===== src/rtl/uart_tx_param.sv =====
// Parametrised UART transmitter: FIFO-fed, LSB-first shifter with optional parity
// and 1 or 2 stop bits, emitting back-to-back frames while words are queued.
module uart_tx_param #(
  parameter int DATA_BITS  = 8,
  parameter int BAUD_DIV   = 2604,
  parameter int PARITY     = 0,
  parameter int STOP_BITS  = 1,
  parameter int FIFO_DEPTH = 4
) (
  input  logic                 clk,
  input  logic                 rst,
  input  logic                 trmt,
  input  logic [DATA_BITS-1:0] tx_data,
  output logic                 tx_rdy,
  output logic                 tx_busy,
  output logic                 tx_done,
  output logic                 ovf,
  output logic                 TX
);

  localparam int PW = $clog2(FIFO_DEPTH);
  localparam int CW = PW + 1;
  localparam int BW = (BAUD_DIV > 1) ? $clog2(BAUD_DIV) : 1;
  localparam logic [BW-1:0] BAUD_LAST  = BW'(BAUD_DIV - 1);
  localparam logic [3:0]    DATA_LAST  = 4'(DATA_BITS - 1);
  localparam logic [CW-1:0] FIFO_FULL  = CW'(FIFO_DEPTH);
  localparam logic          STOP_LAST  = (STOP_BITS == 32'sd2);
  localparam logic          HAS_PARITY = (PARITY != 32'sd0);
  localparam logic          ODD_PARITY = (PARITY == 32'sd1);

  typedef enum logic [2:0] {
    ST_IDLE   = 3'd0,
    ST_START  = 3'd1,
    ST_DATA   = 3'd2,
    ST_PARITY = 3'd3,
    ST_STOP   = 3'd4
  } state_t;

  // Parity of the popped word: odd makes data+parity carry an odd number of ones.
  function automatic logic parity_bit(input logic [DATA_BITS-1:0] word);
    logic ones_odd;
    ones_odd = ^word;
    if (ODD_PARITY) begin
      return ~ones_odd;
    end else begin
      return ones_odd;
    end
  endfunction

  logic [DATA_BITS-1:0] mem_r [FIFO_DEPTH];
  logic [PW-1:0]        wr_ptr_r;
  logic [PW-1:0]        rd_ptr_r;
  logic [CW-1:0]        count_r;
  logic [CW-1:0]        count_nxt_s;

  state_t               state_r;
  logic [BW-1:0]        baud_cnt_r;
  logic [3:0]           bit_cnt_r;
  logic                 stop_cnt_r;
  logic [DATA_BITS-1:0] shift_r;
  logic                 parity_r;

  logic tx_r;
  logic tx_rdy_r;
  logic tx_busy_r;
  logic tx_done_r;
  logic ovf_r;

  logic                 push_s;
  logic                 drop_s;
  logic                 pop_s;
  logic                 baud_end_s;
  logic                 frame_end_s;
  logic                 idle_nxt_s;
  logic [DATA_BITS-1:0] head_s;

  // FIFO handshake and FSM event decode, all from pre-edge state.
  always_comb begin
    head_s      = mem_r[rd_ptr_r];
    baud_end_s  = (baud_cnt_r == BAUD_LAST);
    frame_end_s = (state_r == ST_STOP) && baud_end_s && (stop_cnt_r == STOP_LAST);
    push_s      = trmt && (count_r != FIFO_FULL);
    drop_s      = trmt && (count_r == FIFO_FULL);
    pop_s       = (count_r != '0) && ((state_r == ST_IDLE) || frame_end_s);
    idle_nxt_s  = !pop_s && ((state_r == ST_IDLE) || frame_end_s);
    case ({push_s, pop_s})
      2'b10:   count_nxt_s = count_r + CW'(1);
      2'b01:   count_nxt_s = count_r - CW'(1);
      default: count_nxt_s = count_r;
    endcase
  end

  // FIFO storage; contents need no reset since only written entries are read.
  always_ff @(posedge clk) begin
    if (push_s) begin
      mem_r[wr_ptr_r] <= tx_data;
    end
  end

  // FIFO pointers, occupancy and the status flags derived from them.
  always_ff @(posedge clk) begin
    if (rst) begin
      wr_ptr_r  <= '0;
      rd_ptr_r  <= '0;
      count_r   <= '0;
      tx_rdy_r  <= 1'b1;
      tx_busy_r <= 1'b0;
      ovf_r     <= 1'b0;
    end else begin
      if (push_s) begin
        wr_ptr_r <= wr_ptr_r + PW'(1);
      end
      if (pop_s) begin
        rd_ptr_r <= rd_ptr_r + PW'(1);
      end
      count_r   <= count_nxt_s;
      tx_rdy_r  <= (count_nxt_s != FIFO_FULL);
      tx_busy_r <= !(idle_nxt_s && (count_nxt_s == '0));
      if (drop_s) begin
        ovf_r <= 1'b1;
      end
    end
  end

  // Frame sequencer: every bit is held BAUD_DIV clocks, advancing on the last count.
  always_ff @(posedge clk) begin
    if (rst) begin
      state_r    <= ST_IDLE;
      baud_cnt_r <= '0;
      bit_cnt_r  <= 4'd0;
      stop_cnt_r <= 1'b0;
      shift_r    <= '0;
      parity_r   <= 1'b0;
      tx_r       <= 1'b1;
      tx_done_r  <= 1'b0;
    end else begin
      tx_done_r <= 1'b0;
      case (state_r)
        ST_IDLE: begin
          baud_cnt_r <= '0;
          if (pop_s) begin
            shift_r  <= head_s;
            parity_r <= parity_bit(head_s);
            state_r  <= ST_START;
            tx_r     <= 1'b0;
          end else begin
            tx_r <= 1'b1;
          end
        end
        ST_START: begin
          if (baud_end_s) begin
            baud_cnt_r <= '0;
            bit_cnt_r  <= 4'd0;
            tx_r       <= shift_r[0];
            shift_r    <= {1'b0, shift_r[DATA_BITS-1:1]};
            state_r    <= ST_DATA;
          end else begin
            baud_cnt_r <= baud_cnt_r + BW'(1);
          end
        end
        ST_DATA: begin
          if (baud_end_s) begin
            baud_cnt_r <= '0;
            if (bit_cnt_r == DATA_LAST) begin
              if (HAS_PARITY) begin
                tx_r    <= parity_r;
                state_r <= ST_PARITY;
              end else begin
                tx_r       <= 1'b1;
                stop_cnt_r <= 1'b0;
                state_r    <= ST_STOP;
              end
            end else begin
              bit_cnt_r <= bit_cnt_r + 4'd1;
              tx_r      <= shift_r[0];
              shift_r   <= {1'b0, shift_r[DATA_BITS-1:1]};
            end
          end else begin
            baud_cnt_r <= baud_cnt_r + BW'(1);
          end
        end
        ST_PARITY: begin
          if (baud_end_s) begin
            baud_cnt_r <= '0;
            tx_r       <= 1'b1;
            stop_cnt_r <= 1'b0;
            state_r    <= ST_STOP;
          end else begin
            baud_cnt_r <= baud_cnt_r + BW'(1);
          end
        end
        ST_STOP: begin
          if (baud_end_s) begin
            baud_cnt_r <= '0;
            if (stop_cnt_r == STOP_LAST) begin
              tx_done_r <= 1'b1;
              // A queued word starts its START bit on this same edge.
              if (pop_s) begin
                shift_r  <= head_s;
                parity_r <= parity_bit(head_s);
                state_r  <= ST_START;
                tx_r     <= 1'b0;
              end else begin
                state_r <= ST_IDLE;
                tx_r    <= 1'b1;
              end
            end else begin
              stop_cnt_r <= 1'b1;
            end
          end else begin
            baud_cnt_r <= baud_cnt_r + BW'(1);
          end
        end
        default: begin
          state_r    <= ST_IDLE;
          baud_cnt_r <= '0;
          tx_r       <= 1'b1;
        end
      endcase
    end
  end

  assign TX      = tx_r;
  assign tx_rdy  = tx_rdy_r;
  assign tx_busy = tx_busy_r;
  assign tx_done = tx_done_r;
  assign ovf     = ovf_r;

endmodule


===== config.mk =====
export PLATFORM = sky130hd
export DESIGN_NAME = uart_tx_param
export DESIGN_NICKNAME = d
export VERILOG_FILES = /design/src/rtl/uart_tx_param.sv
export SDC_FILE = /design/constraint.sdc
export NUM_CORES = 1
export LEC_CHECK = 0
export CORE_ASPECT_RATIO = 0.9
export CORE_MARGIN = 2
export CORE_UTILIZATION = 45
export DETAILED_ROUTE_END_ITERATION = 8
export DONT_BUFFER_PORTS = 1
export SLEW_MARGIN = 10
export SYNTH_ARGS = -nofsm -noshare
export SYNTH_HDL_FRONTEND = slang
export SYNTH_SLANG_ARGS = --single-unit

===== constraint.sdc =====
create_clock -name clk -period 2.4 [get_ports clk]
set_input_delay 0.72 -clock clk [delete_from_list [all_inputs] [get_ports clk]]
set_output_delay 0.72 -clock clk [all_outputs]
set_load 0.1 [all_outputs]

# Word-level counts from Yosys, hierarchy flattened
# Memories as Yosys holds them, arrays and structs flattened. A register that Yosys moved wholly into a read port is not among the register bits.
# Index checks and enable logic that the tools add are counted.
[word_totals] ff_bits=40 ramBits=32 input_bits=11 out_inout_bits=5 memories=1
[classes] add_sub_neg=6 eq_ne=19 muxes=40 bitwise_logic=4 n_reduce_logical=24
[mem_list] memory="mem_r" depth=4 width=8 read_ports=1 rd_clocked_by_memory_dff=1 wr=1 line_no="50" source="logic [DATA_BITS-1:0] mem_r [FIFO_DEPTH];"
[ops] op="2-to-1 mux 8 bit" count=6
[ops] op="case mux 8 bit (4 select lines)" count=1
[ops] op="2-to-1 mux 3 bit" count=7
[ops] op="2-to-1 mux 1 bit" count=16
[ops] op="!= test 2 bit, second input constant" count=8
[ops] op="case mux 3 bit (5 select lines)" count=1
[ops] op="adder 12 x 1 -> 12 bit, second input constant" count=1
[ops] op="== test 12 bit, second input constant" count=1
[ops] op="2-to-1 mux 4 bit" count=3
[ops] op="AND reduction 5 bit" count=2
[ops] op="case mux 4 bit (2 select lines)" count=1
[ops] op="logical AND 1 bit" count=7
[ops] op="AND reduction 7 bit" count=1
[ops] op="== test 3 x 2 -> 1 bit, second input constant" count=2
[ops] op="== test 3 bit, second input constant" count=2
[ops] op="logical NOT 3 bit" count=2
[ops] op="!= test 3 bit, second input constant" count=2
[ops] op="case mux 3 bit (2 select lines)" count=1
[ops] op="AND reduction 6 bit" count=1
[ops] op="nonzero test 3 bit" count=2
[ops] op="OR reduction 3 bit" count=2
[ops] op="case mux 1 bit (5 select lines)" count=1
[ops] op="adder 2 x 1 -> 2 bit, second input constant" count=2
[ops] op="adder 4 x 1 -> 4 bit, second input constant" count=1
[ops] op="15 further kinds" count=20

# Logic depth before layout (Yosys ltp)
# Gate-level depths: netlist of run 1.
[depth] word_depth=10 mapped_depth=10

# Worst setup path before layout of run 1
# OpenSTA, ideal clock, no wires.
[synth_path] kind="flip-flop to flip-flop" start="reg baud_cnt_r[0]" end="reg tx_rdy_r (netlist: tx_rdy)" setup_ps=119 arrival_time_ps=2462 setup_slack_ps=-182 stages_incl_launch_ff=11 n_path_buf=0 period_less_slack_ps=2582 cell_sequence="dfxtp_1 -> ha_1 -> or3b_2 -> o31ai_4 -> and2_4 -> ha_1 -> fa_1 -> xnor2_1 -> or3_1 -> a21oi_1 -> nand2_1"
[synth_via] elab_chain_cells=8
[synth_rtl] item="from (decl)" line_no="57" source="logic [BW-1:0] baud_cnt_r;"
[synth_rtl] item="from (signal assigned)" line_no="158" source="baud_cnt_r <= baud_cnt_r + BW'(1);"
[synth_rtl] item="from (signal assigned)" line_no="179" source="baud_cnt_r <= baud_cnt_r + BW'(1);"
[synth_rtl] item="from (signal assigned)" line_no="189" source="baud_cnt_r <= baud_cnt_r + BW'(1);"
[synth_rtl] item="== test 12 bit *" line_no="80" source="baud_end_s = (baud_cnt_r == BAUD_LAST);"
[synth_rtl] item="logical AND 1 bit * (2 in series)" line_no="81" source="frame_end_s = (state_r == ST_STOP) && baud_end_s && (stop_cnt_r == STOP_LAST);"
[synth_rtl] item="logical OR 1 bit *" line_no="84" source="pop_s = (count_r != '0) && ((state_r == ST_IDLE) || frame_end_s);"
[synth_rtl] item="logical AND 1 bit *" line_no="84"
[synth_rtl] item="via pop_s" line_no="71" source="logic pop_s;"
[synth_rtl] item="== test 2 x 1 -> 1 bit / == test 2 bit (equally long branches)" line_no="86" source="case ({push_s, pop_s})"
[synth_rtl] item="case mux 3 bit (2 select lines) *" line_no="86"
[synth_rtl] item="!= test 3 bit *" line_no="117" source="tx_rdy_r <= (count_nxt_s != FIFO_FULL);"
[synth_rtl] item="to (signal assigned)" line_no="117"
[synth_rtl] item="to (decl)" line_no="64" source="logic tx_rdy_r;"
# Mark *: on every way through the listed nets, which the timed path passes. The rest lies on a longest branch.
# A chain may end at the register's enable or synchronous reset.

# Worst setup path after layout of run 1
[layout_path] start="reg baud_cnt_r[1]" end="reg tx_rdy_r (netlist: tx_rdy)"
# The elaborated chain is that of the path after synthesis.

==> results of run 1 <==
==> power by group <==
group          switching (W)  internal [W]
Sequential          0.000157       0.00151
Clock               0.000517      0.000502
Combinational       0.000843      0.000639
==> final timing paths <==
check                              startpoint    endpoint  slack [ns]
worst max-delay path            baud_cnt_r[1]      tx_rdy        0.05
worst min-delay path                      rst  shift_r[2]        0.43
worst max register to register  baud_cnt_r[1]      tx_rdy        0.05
worst min register to register     shift_r[7]  shift_r[7]        0.46
==> cell usage after synthesis (all sizes together), types with 2 or more instances <==
library cell / count
nand4b: 2
nand2: 12
a31oi: 3
o21ai: 5
xor2: 7
and2: 5
nor4b: 2
and3: 4
xnor2: 6
mux2i: 10
nand3b: 2
a21oi: 5
nor2b: 3
or4b: 2
dfxtp: 41
o211ai: 2
or3b: 2
a2111oi: 7
nor3b: 2
clkbuf: 5
and4: 3
inv: 6
buf: 9
or3: 3
edfxtp: 32
nand3: 11
ha: 7
mux4: 8
nor3: 20
nand4: 4
a211oi: 2
nor2: 26
==> per-stage QoR <==
stage                      util  setup TNS [ns]  power (W)
after floorplan               -               0    0.00286
after global routing      0.536         -0.0755    0.00442
final                     0.536               0    0.00417
after CTS                 0.534               0    0.00419
after global placement    0.502               0    0.00312
after detailed placement  0.502               0    0.00315
==> layout make-up <==
| cell class | count | area share |
|---|---|---|
| Inverter | 6 | 0.00591 |
| Clock buffer | 9 | 0.0325 |
| Clock inverter | 7 | 0.0220 |
| Sequential cell | 73 | 0.469 |
| Tap cell | 93 | 0.0306 |
| Timing Repair Buffer | 28 | 0.0552 |
| Multi-Input combinational cell | 180 | 0.385 |
==> cells by family after synthesis <==
| logic type | Yosys count |
|---|---|
| xor gates and xnor gates | 13 |
| muxes | 18 |
| adders and majority gates | 8 |
| buffers and inverters | 20 |
| DFF | 73 |
| and+or+nand+nor | 106 |
| AOI/OAI and AO/OA | 35 |
==> state kept, by name, indices dropped and copies added, names as in the netlist, named ones only <==
register    count
ovf             1
TX              1
tx_rdy          1
state_r         3
mem_r          32
wr_ptr_r        2
bit_cnt_r       4
tx_done         1
shift_r         8
tx_busy         1
rd_ptr_r        2
baud_cnt_r     12
count_r         3
==> what timing repair did <==
action	4_1_cts	5_1_grt
cloned	0	0
pin swaps	4	2
setup buffers	3	1
gates resized for setup	1	0
setup endpoints to repair	1	1
hold buffers	0	0
==> layer usage <==
metal,part of all wire,global-route usage
met5,0,0
met4,0.0097,0.0593
met3,0.037,0.0518
met2,0.44,0.239
met1,0.51,0.252
==> impl_metrics.tcl, run 1 <==
set metrics [dict create \
    status "complete, no violations" \
    post-route-period-util 0.981 \
    place_congestion 0.786 \
    worst_setup_path_end_kind "flop" \
    rsz0062_at_grt "true" \
    finalWorstSetupSlack_ns 0.0458 \
    synth_top_cell_by_area "edfxtp_1" \
    crit_required_ns 2.65 \
    synthTopCellsByArea "edfxtp_1, dfxtp_1, mux4_2" \
    fp.dieH_um 85.5 \
    grt_pass1_wl_mm 10.6 \
    hold_viol 0 \
    drv_cap 0 \
    clk_pin_slew_ns 0.09 \
    synth_top_family_by_area "simple AND/OR/NAND/NOR gates" \
    synth-xor-area-share 0.0343 \
    dpl_cell_area_sq_um 3570 \
    wirelength_mm 6.18 \
    drive_gt1_frac 0.264 \
    worst_path_max_delay_cell "or3b_4" \
    worstMarginPinSlew_ns 0.662 \
    io_pins 16 \
    critPathMaxStageDelay_ns 0.39 \
    period_needed_ns 2.35 \
    crit_family "simple AND/OR/NAND/NOR gates" \
    ant_nets 0 \
    setup_viol 0 \
    clock_skew_ns 0.0101 \
    yosys-mux-area-fraction 0.0844 \
    cts_buffers 9 \
    hp-class "in -> reg" \
    arrival_ns 2.60 \
    n_antenna_cell 0 \
    async_flop_share 0 \
    syn_to_final_growth_pct 14.7 \
    hpwl_mm 4.23 \
    cellPowerDensity_nw_per_um2 1100 \
    start_util 0.467 \
    ys_seq_area_frac 0.536 \
    grt_max_degree 25 \
    holdPathStages 1 \
    multi_input_area_sq_um 1470 \
    synth_nets 292 \
    syn-instance-count 273 \
    path_cells "ha_4, or3b_4, o31ai_4, and2_4, ha_4, fa_2, xnor2_1, or3_1, a21oi_2, nand2_1" \
    dr_total_vias 2176 \
    cp_max_fo 2 \
    r2r_cells 10 \
    synth_compound_area_frac 0.0979 \
    grt_pass1_vias 2120 \
    grt-ovfl-total 0 \
    clk_path_buf_depth 2 \
    rows 29 \
    synth_top_area_share 0.289 \
    whs_ns 0.427 \
    n_fill_cell 659 \
    track_usage 0.171 \
    drt_first_iter_violations 99 \
    fin_cells 396 \
    dp.cells 376 \
    synth_edf_count 32 \
    slew_headroom 0.558 \
    synth.avg_cell_area_sq_um 12.2 \
    fin_nets 317 \
    routedWlPerCell_um 15.6 \
    ys_ff_latch 73 \
    clock-sinks 73 \
    synth-simple-area-share 0.181 \
    synthesis.area_sq_um 3320 \
    seq_area_sq_um 1790 \
    mostFrequentLayoutCell "dfxtp_1" \
    die_w_um 94.6 \
    synth_fa_ha_area_frac 0.0324 \
    drt_first_pass_iters 4 \
    cts_tree "yes" \
    synth_ff_type "dfxtp_1" \
    avgViaCountPerCell 5.49 \
    crit_cells 10 \
    preCtsSetupSlack_ns 0.0198 \
    cp_num_buf_inv 0 \
    report.final.slew_viol_count 0 \
    cp_common_cell "ha_4" \
    ys_types 60 \
    crit_path_start_kind "flop" \
    max_freq_ghz 0.425 \
    critical_path_class "reg -> reg" \
    htree_num_levels 3 \
    io_buffers 0 \
    cts-root-buf "clkbuf_8" \
    clock_latency_ns 0.35 \
    antenna_found_initial 0 \
    leakagePower_nw 1.30 \
    yosysWarnings 0 \
    ir_drop_uv 667 \
    die_area_sq_um 8090 \
    design_area_sq_um 3810 \
    remaining_drc_errors 0 \
    most-common-layout-cells "dfxtp_1, edfxtp_1, buf_4" \
    core_sq_um 7110 \
]
Note: power is estimated with default switching activity, not from simulation.
==> run 2, diff against run 1 <==
--- a/config.mk
+++ b/config.mk
@@ -7,7 +7,7 @@
 export LEC_CHECK = 0
 export CORE_ASPECT_RATIO = 0.9
 export CORE_MARGIN = 2
-export CORE_UTILIZATION = 45
+export CORE_UTILIZATION = 28
 export DETAILED_ROUTE_END_ITERATION = 8
 export DONT_BUFFER_PORTS = 1
 export SLEW_MARGIN = 10
==> impl_metrics.tcl, run 2 (same netlist as run 1, synthesis figures left out) <==
set metrics [dict create \
    antenna_found_initial 0 \
    internal-power_w 0.00283 \
    fin_nets 314 \
    pwr-share-comb 0.330 \
    clock_skew_ns 0.00656 \
    n_fill_cell 1176 \
    rsz0062_at_grt "true" \
    arrival_ns 2.58 \
    drive_gt1_frac 0.250 \
    hold_buffers 0 \
    pwr-share-clk 0.281 \
    leakagePower_nw 1.32 \
    clock-sinks 73 \
    status "complete, no violations" \
    critPathMaxStageDelay_ns 0.56 \
    crit_family "simple AND/OR/NAND/NOR gates" \
    hp-class "reg -> reg" \
    hpwl_mm 4.32 \
    worstMarginPinSlew_ns 0.629 \
    avgViaCountPerCell 4.72 \
    die_w_um 119 \
    n_antenna_cell 0 \
    die_area_sq_um 12800 \
    swShare 0.345 \
    cp_max_fo 2 \
    cellPowerDensity_nw_per_um2 1100 \
    wirelength_mm 6.18 \
    crit_path_start_kind "flop" \
    io_buffers 0 \
    cts_buffers 9 \
    cp_num_buf_inv 0 \
    setup_viol 0 \
    dr_total_vias 2154 \
    path_cells "or4b_4, o31ai_4, and2_4, ha_4, fa_2, xnor2_1, or3_1, a21oi_2, nand2_1" \
    cts-root-buf "clkbuf_16" \
    max_freq_ghz 0.423 \
    most-common-layout-cells "dfxtp_1, edfxtp_1, nor2_1, buf_4, nor3_1" \
    p_switching_w 0.00149 \
    drt_first_iter_violations 107 \
    core_sq_um 11500 \
    slew_headroom 0.581 \
    period_needed_ns 2.36 \
    seq_power_share 0.389 \
    critical_path_class "reg -> reg" \
    ir_drop_uv 493 \
    cts_tree "yes" \
    fin_setup_tns_ns 0 \
    grt_pass1_wl_mm 10.7 \
    clk_pin_slew_ns 0.06 \
    hold_viol 0 \
    fin_cells 456 \
    grt_pass1_vias 2162 \
    largest_reg_flops 32 \
    clk_path_buf_depth 2 \
    rows 37 \
    start_util 0.289 \
    reg.largest.list "mem_r (32), baud_cnt_r (12), shift_r (8)" \
    top_register "mem_r" \
    drt_first_pass_iters 4 \
    ant_nets 0 \
    fp.dieH_um 107 \
    dp.cells 439 \
    clock_latency_ns 0.33 \
    syn_to_final_growth_pct 18.3 \
    htree_num_levels 3 \
    post-route-period-util 0.984 \
    mostFrequentLayoutCell "dfxtp_1" \
    io_pins 16 \
    place_congestion 0.825 \
    routedWlPerCell_um 13.6 \
    crit_required_ns 2.62 \
    worst_setup_path_end_kind "flop" \
    track_usage 0.107 \
    report.final.slew_viol_count 0 \
    drv_cap 0 \
    grt_max_degree 25 \
    remaining_drc_errors 0 \
    worst_path_max_delay_cell "or4b_4" \
    grt-ovfl-total 0 \
]
==> run 2: changes by cell type in the layout (fill, tap and decap cells not counted), sizes merged <==
cell	change
clkinv	+5
inv	-4
buf	-3
bufinv	-1
clkbuf	+1
clkinvlp	-1
==> run 2: per-layer routing <==
| metal | vias to the layer above | global-route usage | routed length [um] |
|---|---|---|---|
| met3 | 9 | 0.0328 | 258 |
| met5 | - | 0 | 0 |
| met4 | 0 | 0.0536 | 102 |
| met2 | 35 | 0.164 | 2900 |
| met1 | 1041 | 0.137 | 2920 |
| li1 | 1069 | - | - |
==> run 2: what timing repair did <==
item / CTS / global route
setup endpoints to repair: 0 / 2
resized for setup: 0 / 1
setup buffers: 0 / 1
==> run 2: area by class of cell <==
| cell class | instances | area (sq um) | share of cell area |
|---|---|---|---|
| repair buffers | 25 | 188 | 0.0478 |
| inverters | 6 | 22.5 | 0.00573 |
| flip-flops and latches | 73 | 1790 | 0.454 |
| clock inverters | 6 | 43.8 | 0.0111 |
| well taps | 156 | 195 | 0.0497 |
| multi-input cells | 180 | 1470 | 0.373 |
| clock buffers | 10 | 229 | 0.0583 |
==> run 2: stage by stage <==
stage	worst slack [ns]	hold slack [ns]	utilization	power [W]	instance area, sq um
after floorplan	0.00750	0.416	-	0.00286	3370
after global placement	0.0491	0.423	0.318	0.00310	3650
final	0.0383	0.432	0.342	0.00432	3930
after detailed placement	0.0257	0.427	0.318	0.00314	3650
after CTS	0.0163	0.435	0.342	0.00437	3920
after global routing	-0.0954	0.438	0.342	0.00458	3930
==> run 2: worst register-to-register path, cell delays in order, from the launching register on <==
cell	delay, ns
dfxtp_1	0.31
or4b_4	0.56
o31ai_4	0.27
and2_4	0.20
ha_4	0.14
fa_2	0.19
xnor2_1	0.07
or3_1	0.32
a21oi_2	0.15
nand2_1	0.06
==> run 2: worst paths after layout <==
path | startpoint | end | slack [ns] | cells after the start
worst max-delay path | baud_cnt_r[6] | tx_rdy | 0.04 | 9
worst min-delay path | baud_cnt_r[0] | baud_cnt_r[0] | 0.43 | 1
worst max register to register | baud_cnt_r[6] | tx_rdy | 0.04 | 9
worst min register to register | baud_cnt_r[0] | baud_cnt_r[0] | 0.43 | 1
==> run 2: power by group through the flow <==
| stage | clock [W] | combinational [W] | sequential (W) |
|---|---|---|---|
| floorplan | 0 | 0.00105 | 0.00180 |
| global placement | 0 | 0.00140 | 0.00170 |
| detailed placement | 0 | 0.00143 | 0.00171 |
| CTS | 0.00124 | 0.00144 | 0.00169 |
| global route | 0.00129 | 0.00157 | 0.00172 |
| finish | 0.00121 | 0.00143 | 0.00168 |
==> run 3, diff against run 2 <==
--- a/config.mk
+++ b/config.mk
@@ -5,6 +5,7 @@
 export SDC_FILE = /design/constraint.sdc
 export NUM_CORES = 1
 export LEC_CHECK = 0
+export ABC_AREA = 1
 export CORE_ASPECT_RATIO = 0.9
 export CORE_MARGIN = 2
 export CORE_UTILIZATION = 28
==> impl_metrics.tcl, run 3 <==
set metrics [dict create \
    worstMarginPinSlew_ns 0.618 \
    post-route-period-util 0.921 \
    worst_setup_path_end_kind "flop" \
    arrival_ns 2.41 \
    ys_seq_area_frac 0.512 \
    period_needed_ns 2.21 \
    fin_setup_tns_ns 0 \
    wirelength_mm 6.54 \
    largest_reg_flops 32 \
    synth_compound_area_frac 0.100 \
    reg.largest.list "mem_r (32), baud_cnt_r (12), shift_r (8)" \
    async_flop_share 0 \
    synthTopCellsByArea "edfxtp_1, dfxtp_1, nand2_1" \
    avgViaCountPerCell 4.41 \
    grt_pass1_vias 2542 \
    synth_nets 413 \
    yosysWarnings 0 \
    io_buffers 0 \
    yosys-mux-area-fraction 0 \
    synth_ff_type "dfxtp_1" \
    use_met2 0.183 \
    path_cells "ha_1, nand3_1, nor2_2, nand3_2, nand2_2, nand2_4, inv_1, ha_4, fa_1, o21a_1, nor2_2, a41oi_1" \
    hold_buffers 0 \
    track_usage 0.107 \
    synth-xor-area-share 0.0126 \
    n_antenna_cell 0 \
    start_util 0.288 \
    die_w_um 121 \
    clk_pin_slew_ns 0.06 \
    dp.cells 562 \
    synth.avg_cell_area_sq_um 8.83 \
    fp.dieH_um 110 \
    status "complete, no violations" \
    clock_skew_ns 0.0119 \
    routedWlPerCell_um 11.3 \
    die_area_sq_um 13300 \
    ant_nets 0 \
    grt-ovfl-total 0 \
    fin_cells 578 \
    preCtsSetupSlack_ns 0.0826 \
    hold_viol 0 \
    most-common-layout-cells "nand2_1, nor2_1, inv_1" \
    remaining_drc_errors 0 \
    cp_num_buf_inv 1 \
    core_sq_um 12100 \
    cts-root-buf "clkbuf_16" \
    leakagePower_nw 1.60 \
    drv_cap 0 \
    synthesis.area_sq_um 3480 \
    finish.utilization 0.336 \
    crit_family "adder cells" \
    synth_fa_ha_area_frac 0.0309 \
    finalWorstSetupSlack_ns 0.190 \
    drt_first_pass_iters 4 \
    critical_path_class "reg -> reg" \
    grt_pass1_wl_mm 11.4 \
    dr_total_vias 2549 \
    cp_common_cell "nor2_2" \
    synth_top_family_by_area "simple AND/OR/NAND/NOR gates" \
    cellPowerDensity_nw_per_um2 1270 \
    drive_gt1_frac 0.206 \
    rows 38 \
    io_pins 16 \
    cp_max_fo 8 \
    clock-sinks 73 \
    clock_latency_ns 0.33 \
    fin_nets 432 \
    busiest_layer "met2" \
    htree_num_levels 3 \
    hpwl_mm 4.54 \
    place_congestion 0.769 \
    ir_drop_uv 641 \
    setup_viol 0 \
    rsz0062_at_grt "false" \
    grtUsageMet1 0.130 \
    crit_path_start_kind "flop" \
    cts_tree "yes" \
    synth_top_area_share 0.276 \
    synth_edf_count 32 \
    ys_types 42 \
    grt_max_degree 17 \
    clk_path_buf_depth 2 \
    antenna_found_initial 0 \
    syn-instance-count 394 \
    finalPower_w 0.00517 \
    met3_usage 0.0213 \
    worst_path_max_delay_cell "fa_1" \
    synth.most_common_cell "nand2_1" \
    synth-simple-area-share 0.266 \
    drt_first_iter_violations 98 \
    cts_buffers 9 \
    synth_commonest_cells "nand2_1, nor2_1, dfxtp_1, inv_1, edfxtp_1" \
    hp-class "reg -> reg" \
    max_freq_ghz 0.452 \
    crit_required_ns 2.60 \
    syn_to_final_growth_pct 16.7 \
    critPathMaxStageDelay_ns 0.41 \
    report.final.slew_viol_count 0 \
    top_register "mem_r" \
    slew_headroom 0.587 \
    synth_top_cell_by_area "edfxtp_1" \
    mostFrequentLayoutCell "nand2_1" \
    ys_ff_latch 73 \
]
run 3: cell types whose count changed after synthesis, sizes merged, moves of 15 or more:
cell   before  now
nand2      12   88
inv         6   48
nor2       26   58
o21ai       5   27
a21oi       5   25
nand3      11   27
nor3       20    5
run 3: metrics by stage:
step | hold slack [ns] | area [sq um]
finish | 0.405 | 4060
global route | 0.429 | 4060
floorplan | 0.413 | 3480
detailed placement | 0.431 | 3720
CTS | 0.440 | 4030
global placement | 0.424 | 3720
run 3: where the power goes:
group / internal (W) / total [W] / switching (W) / leakage, nW
Sequential: 0.00151 / 0.00166 / 0.000148 / 0.629
Clock: 0.000824 / 0.00138 / 0.000557 / 0.146
Combinational: 0.000736 / 0.00213 / 0.00140 / 0.823
Total: 0.00307 / 0.00517 / 0.00210 / 1.60
run 3: cells by family after synthesis:
| kind of cell | after synthesis |
|---|---|
| AND/OR/NAND/NOR | 193 |
| flip-flops | 73 |
| AO/OA/AOI/OAI | 58 |
| buffers and inverters | 57 |
| adder cells (fa/ha/maj) | 8 |
| XOR/XNOR | 5 |
run 3: path summary, 6_finish.rpt:
kind / from / endpoint / slack, ns / cells after the start
max: baud_cnt_r[0] / tx_busy / 0.19 / 12
min: baud_cnt_r[0] / baud_cnt_r[0] / 0.41 / 1
max reg2reg: baud_cnt_r[0] / tx_busy / 0.19 / 12
min reg2reg: baud_cnt_r[0] / baud_cnt_r[0] / 0.41 / 1
run 3: worst reg2reg max path, delay by kind of cell (launching register included):
family | cells | cell delay, ns
DFF | 1 | 0.33
buffers and inverters | 1 | 0.12
adders and majority gates | 3 | 0.72
AOI/OAI and AO/OA | 2 | 0.33
and+or+nand+nor | 6 | 0.58
run 3: timing repair:
item,4_1_cts,5_1_grt
resized for setup,0,9
buffers inserted,0,0
endpoints found under the setup margin,0,3
run 3: layer usage:
metal	share of wire	routed length [um]
met4	0.015	96
met3	0.036	237
met1	0.46	2990
met5	0	0
met2	0.49	3210
run 3: area by class of cell:
type                       instances  area (sq um)
tap                              160           200
sequential                        73          1780
multi-input combinational        264          1450
clock inverter                     7          87.6
fill                            1251          8020
inverter                          49           191
clock buffer                       9           225
timing repair buffer              16           120
